## src/rtl/uart_pkg.sv

```systemverilog
// Shared UART definitions: rate codes, baud table, divisor math, FSM states.
// Imported by both the transmit and receive halves of the link.
package uart_pkg;

  localparam logic [1:0] RATE_9600   = 2'b00;
  localparam logic [1:0] RATE_19200  = 2'b01;
  localparam logic [1:0] RATE_57600  = 2'b10;
  localparam logic [1:0] RATE_115200 = 2'b11;

  localparam int unsigned BAUD_9600   = 9600;
  localparam int unsigned BAUD_19200  = 19200;
  localparam int unsigned BAUD_57600  = 57600;
  localparam int unsigned BAUD_115200 = 115200;

  typedef enum logic [1:0] {
    IDLE,
    START,
    DATA,
    STOP
  } uartState_e;

  function automatic int unsigned baudOf(
    input logic [1:0] rate
  );
    int unsigned baud;
    case (rate)
      RATE_9600:  baud = BAUD_9600;
      RATE_19200: baud = BAUD_19200;
      RATE_57600: baud = BAUD_57600;
      default:    baud = BAUD_115200;
    endcase
    return baud;
  endfunction

  // Round to nearest clock count per bit.
  function automatic int unsigned divisorOf(
    input int unsigned clkHz,
    input logic [1:0]  rate
  );
    int unsigned baud;
    baud = baudOf(rate);
    return (clkHz + baud / 2) / baud;
  endfunction

endpackage

```

## src/rtl/uart_tx_if.sv

```systemverilog
// Byte handshake into the UART transmitter.
// Source drives byte, rate and valid; transmitter answers with ready.
interface uart_tx_if;

  logic [7:0] iData;
  logic [1:0] iRate;
  logic       iValid;
  logic       oReady;

  modport master (
    output iData,
    output iRate,
    output iValid,
    input  oReady
  );

  modport slave (
    input  iData,
    input  iRate,
    input  iValid,
    output oReady
  );

endinterface

```

## src/rtl/uart_baud_gen.sv

```systemverilog
// Bit-period down-counter; period latched on load, bitEnd on terminal count.
// Reloads itself every period while run is high.
module uart_baud_gen #(
  parameter int DIV_W = 14
) (
  input  logic             clk,
  input  logic             reset,
  input  logic             load,
  input  logic             run,
  input  logic [DIV_W-1:0] loadVal,
  output logic             bitEnd
);

  logic [DIV_W-1:0] cnt;
  logic [DIV_W-1:0] periodQ;

  always_ff @(posedge clk) begin
    if (reset) begin
      cnt     <= '0;
      periodQ <= '0;
    end else if (load) begin
      cnt     <= loadVal;
      periodQ <= loadVal;
    end else if (run) begin
      if (cnt == '0)
        cnt <= periodQ;
      else
        cnt <= cnt - DIV_W'(1);
    end
  end

  assign bitEnd = run && (cnt == '0);

endmodule

```

## src/rtl/uart_tx.sv

```systemverilog
// 8N1 UART transmitter, LSB first, four selectable baud rates.
// TX is registered from the next-state decode so it moves with the FSM.
module uart_tx
  import uart_pkg::*;
#(
  parameter int unsigned CLK_HZ = 100_000_000,
  parameter int          DIV_W  = 14
) (
  input  logic       clk,
  input  logic       reset,
  uart_tx_if.slave   bus,
  output logic       TX,
  output logic       oBusy,
  output logic       oDone
);

  localparam logic [DIV_W-1:0] DIVM1_9600 =
    DIV_W'(divisorOf(CLK_HZ, RATE_9600) - 1);
  localparam logic [DIV_W-1:0] DIVM1_19200 =
    DIV_W'(divisorOf(CLK_HZ, RATE_19200) - 1);
  localparam logic [DIV_W-1:0] DIVM1_57600 =
    DIV_W'(divisorOf(CLK_HZ, RATE_57600) - 1);
  localparam logic [DIV_W-1:0] DIVM1_115200 =
    DIV_W'(divisorOf(CLK_HZ, RATE_115200) - 1);

  uartState_e       state;
  uartState_e       stateNext;
  logic [7:0]       shiftQ;
  logic [7:0]       shiftNext;
  logic [2:0]       idxQ;
  logic [2:0]       idxNext;
  logic             txQ;
  logic             txNext;
  logic             doneQ;
  logic             doneNext;
  logic             load;
  logic             bitEnd;
  logic [DIV_W-1:0] divSel;

  always_comb begin
    divSel = DIVM1_115200;
    unique case (1'b1)
      bus.iRate == RATE_9600:   divSel = DIVM1_9600;
      bus.iRate == RATE_19200:  divSel = DIVM1_19200;
      bus.iRate == RATE_57600:  divSel = DIVM1_57600;
      bus.iRate == RATE_115200: divSel = DIVM1_115200;
      default: ;
    endcase
  end

  uart_baud_gen #(
    .DIV_W (DIV_W)
  ) baudGen (
    .clk     (clk),
    .reset   (reset),
    .load    (load),
    .run     (state != IDLE),
    .loadVal (divSel),
    .bitEnd  (bitEnd)
  );

  always_comb begin
    stateNext = state;
    shiftNext = shiftQ;
    idxNext   = idxQ;
    doneNext  = 1'b0;
    load      = 1'b0;
    txNext    = 1'b1;
    unique case (state)
      IDLE: begin
        if (bus.iValid) begin
          load      = 1'b1;
          shiftNext = bus.iData;
          idxNext   = '0;
          stateNext = START;
        end
      end
      START: begin
        if (bitEnd)
          stateNext = DATA;
      end
      DATA: begin
        if (bitEnd) begin
          shiftNext = {1'b0, shiftQ[7:1]};
          idxNext   = idxQ + 3'd1;
          if (idxQ == 3'd7)
            stateNext = STOP;
        end
      end
      STOP: begin
        if (bitEnd) begin
          stateNext = IDLE;
          doneNext  = 1'b1;
        end
      end
      default: stateNext = IDLE;
    endcase
    unique case (stateNext)
      START:   txNext = 1'b0;
      DATA:    txNext = shiftNext[0];
      default: txNext = 1'b1;
    endcase
  end

  always_ff @(posedge clk) begin
    if (reset) begin
      state  <= IDLE;
      shiftQ <= '0;
      idxQ   <= '0;
      txQ    <= 1'b1;
      doneQ  <= 1'b0;
    end else begin
      state  <= stateNext;
      shiftQ <= shiftNext;
      idxQ   <= idxNext;
      txQ    <= txNext;
      doneQ  <= doneNext;
    end
  end

  assign bus.oReady = (state == IDLE);
  assign oBusy      = (state != IDLE);
  assign TX         = txQ;
  assign oDone      = doneQ;

endmodule
```

## src/flat_wrapper.sv

```systemverilog
// flat-port wrapper written by rule: the top's interface ports become plain ports
module uart_tx_flat import uart_pkg::*;
#(
  parameter int unsigned CLK_HZ = 100_000_000,
  parameter int          DIV_W  = 14
)
  (clk, reset, TX, oBusy, oDone, bus_iData, bus_iRate, bus_iValid, bus_oReady);
  uart_tx_if bus_i ();
  input  logic clk;
  input  logic reset;
  output logic TX;
  output logic oBusy;
  output logic oDone;
  input wire logic [$bits(bus_i.iData)-1:0] bus_iData;
  input wire logic [$bits(bus_i.iRate)-1:0] bus_iRate;
  input wire logic [$bits(bus_i.iValid)-1:0] bus_iValid;
  output wire logic [$bits(bus_i.oReady)-1:0] bus_oReady;
  assign bus_i.iData = bus_iData;
  assign bus_i.iRate = bus_iRate;
  assign bus_i.iValid = bus_iValid;
  assign bus_oReady = bus_i.oReady;
  uart_tx #(.CLK_HZ(CLK_HZ), .DIV_W(DIV_W)) u_core (.clk(clk), .reset(reset), .bus(bus_i), .TX(TX), .oBusy(oBusy), .oDone(oDone));
endmodule
```

## config.mk

```make
export PLATFORM = sky130hd
export DESIGN_NAME = uart_tx_flat
export DESIGN_NICKNAME = d
export VERILOG_FILES = /design/src/rtl/uart_pkg.sv /design/src/rtl/uart_tx_if.sv /design/src/rtl/uart_baud_gen.sv /design/src/rtl/uart_tx.sv /design/src/flat_wrapper.sv
export SDC_FILE = /design/constraint.sdc
export NUM_CORES = 1
export LEC_CHECK = 0
export ABC_AREA = 1
export BUFFER_PORTS_ARGS = -buffer_cell sky130_fd_sc_hd__buf_2
export CORE_UTILIZATION = 35
export CTS_CLUSTER_DIAMETER = 80
export CTS_CLUSTER_SIZE = 20
export DETAILED_ROUTE_END_ITERATION = 16
export HOLD_SLACK_MARGIN = 0.02
export PLACE_DENSITY = 0.54
export SLEW_MARGIN = 20
export SYNTH_ARGS = -nofsm -noshare
export SYNTH_HDL_FRONTEND = slang
export SYNTH_SLANG_ARGS = --single-unit
```

## constraint.sdc

```tcl
create_clock -name clk -period 2.4 [get_ports clk]
set_input_delay 0.72 -clock clk [delete_from_list [all_inputs] [get_ports clk]]
set_output_delay 0.72 -clock clk [all_outputs]
set_load 0.005 [all_outputs]
```

==> results by group, run 1 <==
Route
  • DRT iter0 DRCs: 127
  • Routed Antenna Nets: 0
  • Avg WL per Cell: between 10 and 15 um
  • Overall routed net length: about 4800 um
  • Total iterations of the first detailed-routing run: 4
  • DRC: 0
  • Vias per std cell: around 4.7
  • Routed vias: ~1,900

Cells and area
  • Layout Area Growth over Synthesis: 13.2%
  • Post-route cell area: between 2000 and 2500 um2
  • Commonest non-fill, non-tap cell in the layout: nand2_1
  • Antenna diodes: 0
  • Commonest cells after routing, fill and taps aside: 88 x nand2_1, 38 x dfxtp_1, 34 x inv_1, 31 x nor2_1, 27 x a21oi_1
  • NumNets Final: 355
  • Filler Cell Count: about 620
  • Share of cells above drive strength 1: 0.138

Yosys
  • Synth area leader: dfxtp_1
  • Syn_nets: 339
  • Synthesized area: approximately 2100 um2
  • Top cell type's share of synthesized area: 0.357
  • Sequential fraction of the synthesis area: 0.357
  • Yosys cell types: 27
  • Asr flop ratio synth: 0
  • Synth Register Bits: 38
  • Top cells by area, synth: dfxtp_1 36%, nand2_1 16%, a21oi_1 6.3%
  • Number of flops mapped to enable cells by yosys: 0
  • Syn_area_per_cell: slightly below 7 um2
  • Most frequently used flop master after synthesis: dfxtp_1
  • Yosys Warn Count: 0
  • Synth Instances: roughly 320

Clocking
  • H-tree lvl count: 2
  • Setup Fix Bufs, Post-CTS: 0
  • Worst-path clk slew: roughly 80 ps
  • Root Driver: clkbuf_8
  • Clock buffer depth: 2
  • Hold-fix buffers at CTS: 0
  • Post-CTS resize count: 0
  • Worst skew pair latency: approximately 290 ps
  • CTS tree: done
  • TritonCTS buffer count: 5
  • Sinks on Clock Net: 38

Global routing
  • Gr ovfl total: 0
  • Global-route wire length before repair: 8470 um
  • Largest net degree at the start of global routing: 26
  • Via count of the first global-routing pass: 1,755
  • GRT Total Usage: 0.171
  • Initial antenna violation count: 0

STA
  • Final period util: 0.802
  • Final Skew: between 6 and 7 ps
  • Min cycle time layout: 1930 ps
  • Final hold vios: 0
  • Worst hold slack: roughly 460 ps
  • Worst Tran Pin Value: around 470 ps
  • Total negative slack: 0 ps
  • Relative slew slack: 0.686
  • Max Clock Freq: 0.519 GHz
  • Max Slew Vio Count: 0
  • RSZ-0062 raised after global routing: false
  • Finish-stage setup viols: 0

Floorplanning
  • IO Pins: 17
  • Die X-Extent: 80.0 um
  • Initial Utilization: 0.362
  • Die height: between 70 and 80 um
  • Core area: ~6000 um2
  • Full die area: 6400 um2
  • Rows: 28

Power
  • Switching part of the total power: 0.345
  • Comb power frac: 0.313
  • Power share of the clock group: 0.323
  • Seq pwr share: 0.364
  • Pint: between 1 and 1.5 mW
  • Net Sw Power: slightly above 0.7 mW
  • Power per cell area: between 800 and 900 nW/um2
  • Peak VDD IR: a little over 0.0003 V
  • P_leak: 1.13 nW

Place
  • Post-DP Area: ~2300 um2
  • Placer Congestion: a little over 0.8
  • I/O Buffers: 16
  • Dpl hpwl: between 3000 and 4000 um

Setup path
  • Worst r2r src: u_core.state[1]
  • Crit path DAT: 1210 ps
  • Worst setup EP type: primary output
  • Max FO, Critical Path: 7
  • Reg2reg end: u_core.baudGen.cnt[5]
  • FF-to-FF path depth: 9
  • R2R Setup Slk: ~720 ps
  • Worst Setup Start Kind: flop
  • WP data required: ~1700 ps
  • Kind of critical path: reg2out

Job
  • Maxcap violations: 0

Min path
  • HP Class: reg2reg
  • Worst hold endpoint: u_core.baudGen.periodQ[5]
  • Worst hold path startpoint: u_core.baudGen.periodQ[5]
  • Hold Path Stages: 2

Status
  • Outcome: finished clean
-- logic make-up after synthesis --
kind of cell    share of synthesized area
simple gates                        0.321
xor+xnor                           0.0165
buf+inv                            0.0929
compound gates                      0.153
fa+ha+maj                          0.0588
flops                               0.357
-- power by group through the flow --
stage               clock network, mW  logic (mW)  registers (mW)
finish                          0.677       0.656           0.762
global placement                    0       0.663           0.777
CTS                             0.693       0.662           0.762
detailed placement                  0       0.657           0.776
global route                    0.712       0.764           0.774
floorplan                           0       0.529           0.762
-- flip-flops by register name, indices dropped and copies added, names as in the netlist --
name	count
u_core.baudGen.cnt	14
u_core.baudGen.periodQ	9
u_core.shiftQ	8
u_core.idxQ	3
u_core.state	2
u_core.oDone	1
u_core.TX	1
-- layer usage --
layer | vias to the layer above | wire, um | global-route usage
li1 | 1036 | - | -
met1 | 845 | 2430 | 0.239
met2 | 41 | 2100 | 0.266
met3 | 6 | 198 | 0.0309
met4 | 0 | 65 | 0.0536
met5 | - | 0 | 0
-- critical path, stage by stage (launching register included) --
cell     delay (ps)
dfxtp_1         420
inv_2            50
nand2_2         190
inv_1           110
buf_2           140
-- cell usage after synthesis, types with 3 or more instances --
cell and count:
clkbuf_1 5, nand3_1 16, nor2_1 31, ha_1 10, dfxtp_1 38, nor2_2 3, nand2_2 4, inv_1 34
nand2_1 88, a21oi_1 27, inv_2 5, a31oi_1 7, o21ai_0 24
-- stage by stage --
stage,std cells,setup slack (ps),util,power [mW]
2_1_floorplan,316,836,-,1.29
3_3_place_gp,400,492,0.385,1.44
3_5_place_dp,400,423,0.385,1.43
4_1_cts,408,462,0.409,2.12
5_1_grt,408,409,0.409,2.25
6_report,408,474,0.409,2.10
-- worst max-delay path by stage --
stage | startpoint | endpoint | slack (ps) | cells past startpoint
final | u_core.state[0] | bus_oReady | 470 | 4
after global routing | u_core.state[0] | bus_oReady | 410 | 4
after CTS | u_core.state[0] | bus_oReady | 460 | 4
after detailed placement | bus_iValid | u_core.baudGen.cnt[5] | 420 | 9
after global placement | bus_iValid | u_core.baudGen.cnt[1] | 490 | 8
after floorplan | bus_iValid | u_core.baudGen.cnt[0] | 840 | 8
-- layout make-up --
| cell class | count | area [um2] | area share |
|---|---|---|---|
| multi-input combinational | 230 | 1170 | 0.486 |
| inverter | 39 | 146 | 0.0608 |
| timing repair buffer | 18 | 95.1 | 0.0395 |
| clock inverter | 2 | 60.1 | 0.0249 |
| clock buffer | 6 | 82.6 | 0.0343 |
| tap | 75 | 93.8 | 0.0390 |
| sequential | 38 | 761 | 0.316 |
Power figures use the tool's default switching activity.
==> run 2: changes to the inputs <==
Settings changed: ABC_AREA 1 to 0, PLACE_DENSITY 0.54 to 0.56.
Clock period 2.4 ns to 1.7 ns, I/O delays scaled along.
==> run 2 against run 1 <==
Compared with the run above:
- the flow now finishes with violations (negative setup slack)
- flip-flop and latch count is the same
- cell count shrank 0.74%
- global-route usage grew 3.1 points
- non-clock buffer count grew 55
- synthesized area grew 0.29%
- first-iteration DRC count grew 5.5%
- wire length grew 30%
- via count grew 12%
- clock skew shrank 2.6 ps
- critical path depth grew 3
- setup slack lost 660 ps
- critical endpoint is now u_core.TX
- clock-buffer cell count grew 1
==> results by group, run 2 <==
Status
  • Outcome: finished with violations (was finished clean)
  • Violated checks: negative setup slack

STA
  • Final Skew: 4.14 ps (was 6.73 ps)
  • Worst Tran Pin Value: 375 ps (was 469 ps)
  • RSZ-0062 raised after global routing: true (was false)
  • Relative slew slack: 0.748 (was 0.686)
  • Max Slew Vio Count: 0 (unchanged)
  • Min cycle time layout: between 1500 and 2000 ps
  • Total negative slack: -2170 ps (was 0 ps)
  • Finish-stage setup viols: 27 (was 0)
  • Setup ws final: -190 ps (was 474 ps)
  • Final period util: 1.11
  • Final hold vios: 0 (unchanged)
  • Max Clock Freq: about 0.53 GHz

Setup path
  • Worst Setup Start Kind: flop (unchanged)
  • Kind of critical path: reg2reg (was reg2out)
  • Crit path from: u_core.baudGen.cnt[7] (was u_core.state[0])
  • Crit path DAT: 2130 ps (was 1210 ps)
  • Crit path max-delay family: simple AND/OR/NAND/NOR gates (was flip-flops)
  • WP data required: 1940 ps (was 1680 ps)
  • Critical Path Most Common Cell: buf_6
  • Max stage delay on crit path: 540 ps (was 420 ps)
  • Crit-path cells: or4_4 -> buf_6 -> and2b_2 -> buf_6 -> a31oi_1 -> o221ai_1 -> a21o_1 (was inv_2 -> nand2_2 -> inv_1 -> buf_2)
  • Buf+Inv Stages, Crit Path: 2 (was 3)
  • Max FO, Critical Path: 3 (was 7)
  • Worst setup EP type: flop (was primary output)
  • Worst r2r src: u_core.baudGen.cnt[7] (was u_core.state[1])
  • Crit-path slowest cell: or4_4 (was dfxtp_1)

Clocking
  • CTS tree: done (unchanged)
  • Worst skew pair latency: 290 ps (about the same)
  • Worst-path clk slew: 80 ps (about the same)
  • Hold-fix buffers at CTS: 0 (unchanged)
  • Clock buffer depth: 2 (unchanged)
  • H-tree lvl count: 2 (unchanged)
  • Sinks on Clock Net: 38 (unchanged)
  • TritonCTS buffer count: 5 (unchanged)
  • Root Driver: clkbuf_8 (unchanged)

Global routing
  • Via count of the first global-routing pass: 2,019 (was 1,755)
  • Gr ovfl total: 0 (unchanged)
  • Largest net degree at the start of global routing: 15 (was 26)
  • GRT Total Usage: 0.202 (was 0.171)
  • Initial antenna violation count: 0 (unchanged)
  • Global-route wire length before repair: 9920 um (was 8470 um)

Floorplanning
  • Rows: 28 (unchanged)
  • Die height: 80.1 um (was 80.0 um)
  • Initial Utilization: 0.363 (was 0.362)
  • Die X-Extent: 80.1 um (was 80.0 um)
  • IO Pins: 17 (unchanged)
  • Core area: 5890 um2 (unchanged)
  • Full die area: 6420 um2 (was 6400 um2)

Min path
  • HP Class: reg2reg (unchanged)
  • Worst hold path startpoint: u_core.shiftQ[2] (was u_core.baudGen.periodQ[5])

Yosys
  • Post-synth top cells: 38 x dfxtp_1, 36 x nand2_1, 30 x nor2_1 (was 88 x nand2_1, 38 x dfxtp_1, 34 x inv_1)
  • Synth Register Bits: 38 (unchanged)
  • Yosys cell types: 57 (was 27)
  • Asr flop ratio synth: 0 (unchanged)
  • Synth area leader: dfxtp_1 (unchanged)
  • Sequential fraction of the synthesis area: 0.356 (was 0.357)
  • Top cells by area, synth: dfxtp_1 36%, nand2_1 6.3%, a21oi_1 5.9% (was dfxtp_1 36%, nand2_1 16%, a21oi_1 6.3%)
  • Most frequently used flop master after synthesis: dfxtp_1 (unchanged)
  • Yosys Warn Count: 0 (unchanged)
  • Syn_area_per_cell: 8.15 um2 (was 6.74 um2)
  • Synthesized area: 2130 um2 (about the same)
  • Top cell type's share of synthesized area: 0.356 (was 0.357)
  • Syn_nets: 285 (was 339)
  • Synth Instances: 262 (was 316)
  • Number of flops mapped to enable cells by yosys: 0 (unchanged)
  • Most frequent cell after synthesis: dfxtp_1 (was nand2_1)

Place
  • I/O Buffers: 16 (unchanged)
  • Placer Congestion: 0.842 (was 0.810)
  • Inst Count DP: 395 (was 400)
  • Dpl hpwl: 4460 um (was 3460 um)

Route
  • WL met2: 3070 um (was 2100 um)
  • DRT iter0 DRCs: 134 (was 127)
  • Total iterations of the first detailed-routing run: 4 (unchanged)
  • DRC: 0 (unchanged)
  • Met1 wire length: 2890 um (was 2430 um)
  • Avg WL per Cell: 15.4 um (was 11.7 um)
  • Routed vias: 2,154 (was 1,928)
  • Vias per std cell: 5.32 (was 4.73)
  • Routed Antenna Nets: 0 (unchanged)
  • Wire length on met3: 210 um (was 198 um)
  • Overall routed net length: 6230 um (was 4790 um)
  • DR top layer: met4 (unchanged)

Power
  • P_leak: 1.27 nW (was 1.13 nW)
  • Power per cell area: 1320 nW/um2 (was 870 nW/um2)
  • Peak VDD IR: 0.000549 V (was 0.000309 V)

Cells and area
  • Filler Cell Count: 557 (was 624)
  • Commonest cells after routing, fill and taps aside: 48 x buf_4, 35 x nand2_1, 32 x dfxtp_1, 26 x nor2_1, 22 x a21oi_1 (was 88 x nand2_1, 38 x dfxtp_1, 34 x inv_1, 31 x nor2_1, 27 x a21oi_1)
  • NumNets Final: 352 (was 355)
  • Final Util: 0.520 (was 0.409)
  • Layout Area Growth over Synthesis: 43.3% (was 13.2%)
  • Largest regs: u_core.baudGen.cnt: 14 flops, u_core.baudGen.periodQ: 9 flops, u_core.shiftQ: 8 flops (unchanged)
  • Largest Register: u_core.baudGen.cnt (unchanged)
  • Commonest non-fill, non-tap cell in the layout: buf_4 (was nand2_1)
  • Share of cells above drive strength 1: 0.424 (was 0.138)
  • Largest register FFs: 14 (unchanged)
  • Antenna diodes: 0 (unchanged)
  • Non-filler cells, final: 405 (was 408)

Job
  • Maxcap violations: 0 (unchanged)
run 2: cell type report:
class                      instances  area (um2)  area share
multi-input combinational        202        1500       0.492
sequential                        38         771       0.252
timing repair buffer              73         559       0.183
tap                               75        93.8      0.0307
clock buffer                       7        86.3      0.0282
inverter                           9        38.8      0.0127
clock inverter                     1        5.00     0.00164
run 2: path summary, 6_finish.rpt:
kind	to	slack [ps]	depth (start not counted)
min reg2reg	u_core.shiftQ[2]	460	2
max	u_core.TX	-190	7
min	u_core.shiftQ[2]	460	2
max reg2reg	u_core.TX	-190	7
run 2: layer usage:
metal | vias to the layer above | track usage
met2 | 34 | 0.332
li1 | 1081 | -
met1 | 1032 | 0.277
met4 | 0 | 0.0464
met5 | - | 0
met3 | 7 | 0.0307
run 2: stage by stage:
stage / hold WS [ps] / setup slack, ps / total power [mW] / area, um2
floorplan: 432 / -148 / 2.17 / 2150
global placement: 442 / -215 / 2.89 / 2660
detailed placement: 447 / -237 / 2.90 / 2660
CTS: 465 / -158 / 3.77 / 2900
global route: 485 / -241 / 4.28 / 3060
finish: 464 / -190 / 4.04 / 3060
run 2: worst reg2reg max path, cell delays in order (launching register included):
cell      delay (ps)
dfxtp_2          320
or4_4            540
buf_6            140
and2b_2          260
buf_6            120
a31oi_1           60
o221ai_1         230
a21o_1           150
run 2: logic make-up (layout without fill, tap and decap cells):
| group | count (synthesis) | count (layout) | share of synthesized area |
|---|---|---|---|
| mux | 6 | 6 | 0.0287 |
| xor+xnor | 6 | 6 | 0.0246 |
| compound gates | 69 | 69 | 0.219 |
| fa+ha+maj | 10 | 10 | 0.0586 |
| flops | 38 | 38 | 0.356 |
| simple gates | 111 | 111 | 0.259 |
| buf+inv | 22 | 90 | 0.0545 |
run 2: power breakdown:
part / switching [mW] / internal, mW
combinational: 1.15 / 1.09
sequential: 0.107 / 1.03
clock: 0.325 / 0.328
run 2: what timing repair did:
item,in CTS,in global routing
gates resized for setup,34,30
pin swaps,21,20
setup endpoints to repair,30,30
buffers inserted,1,1
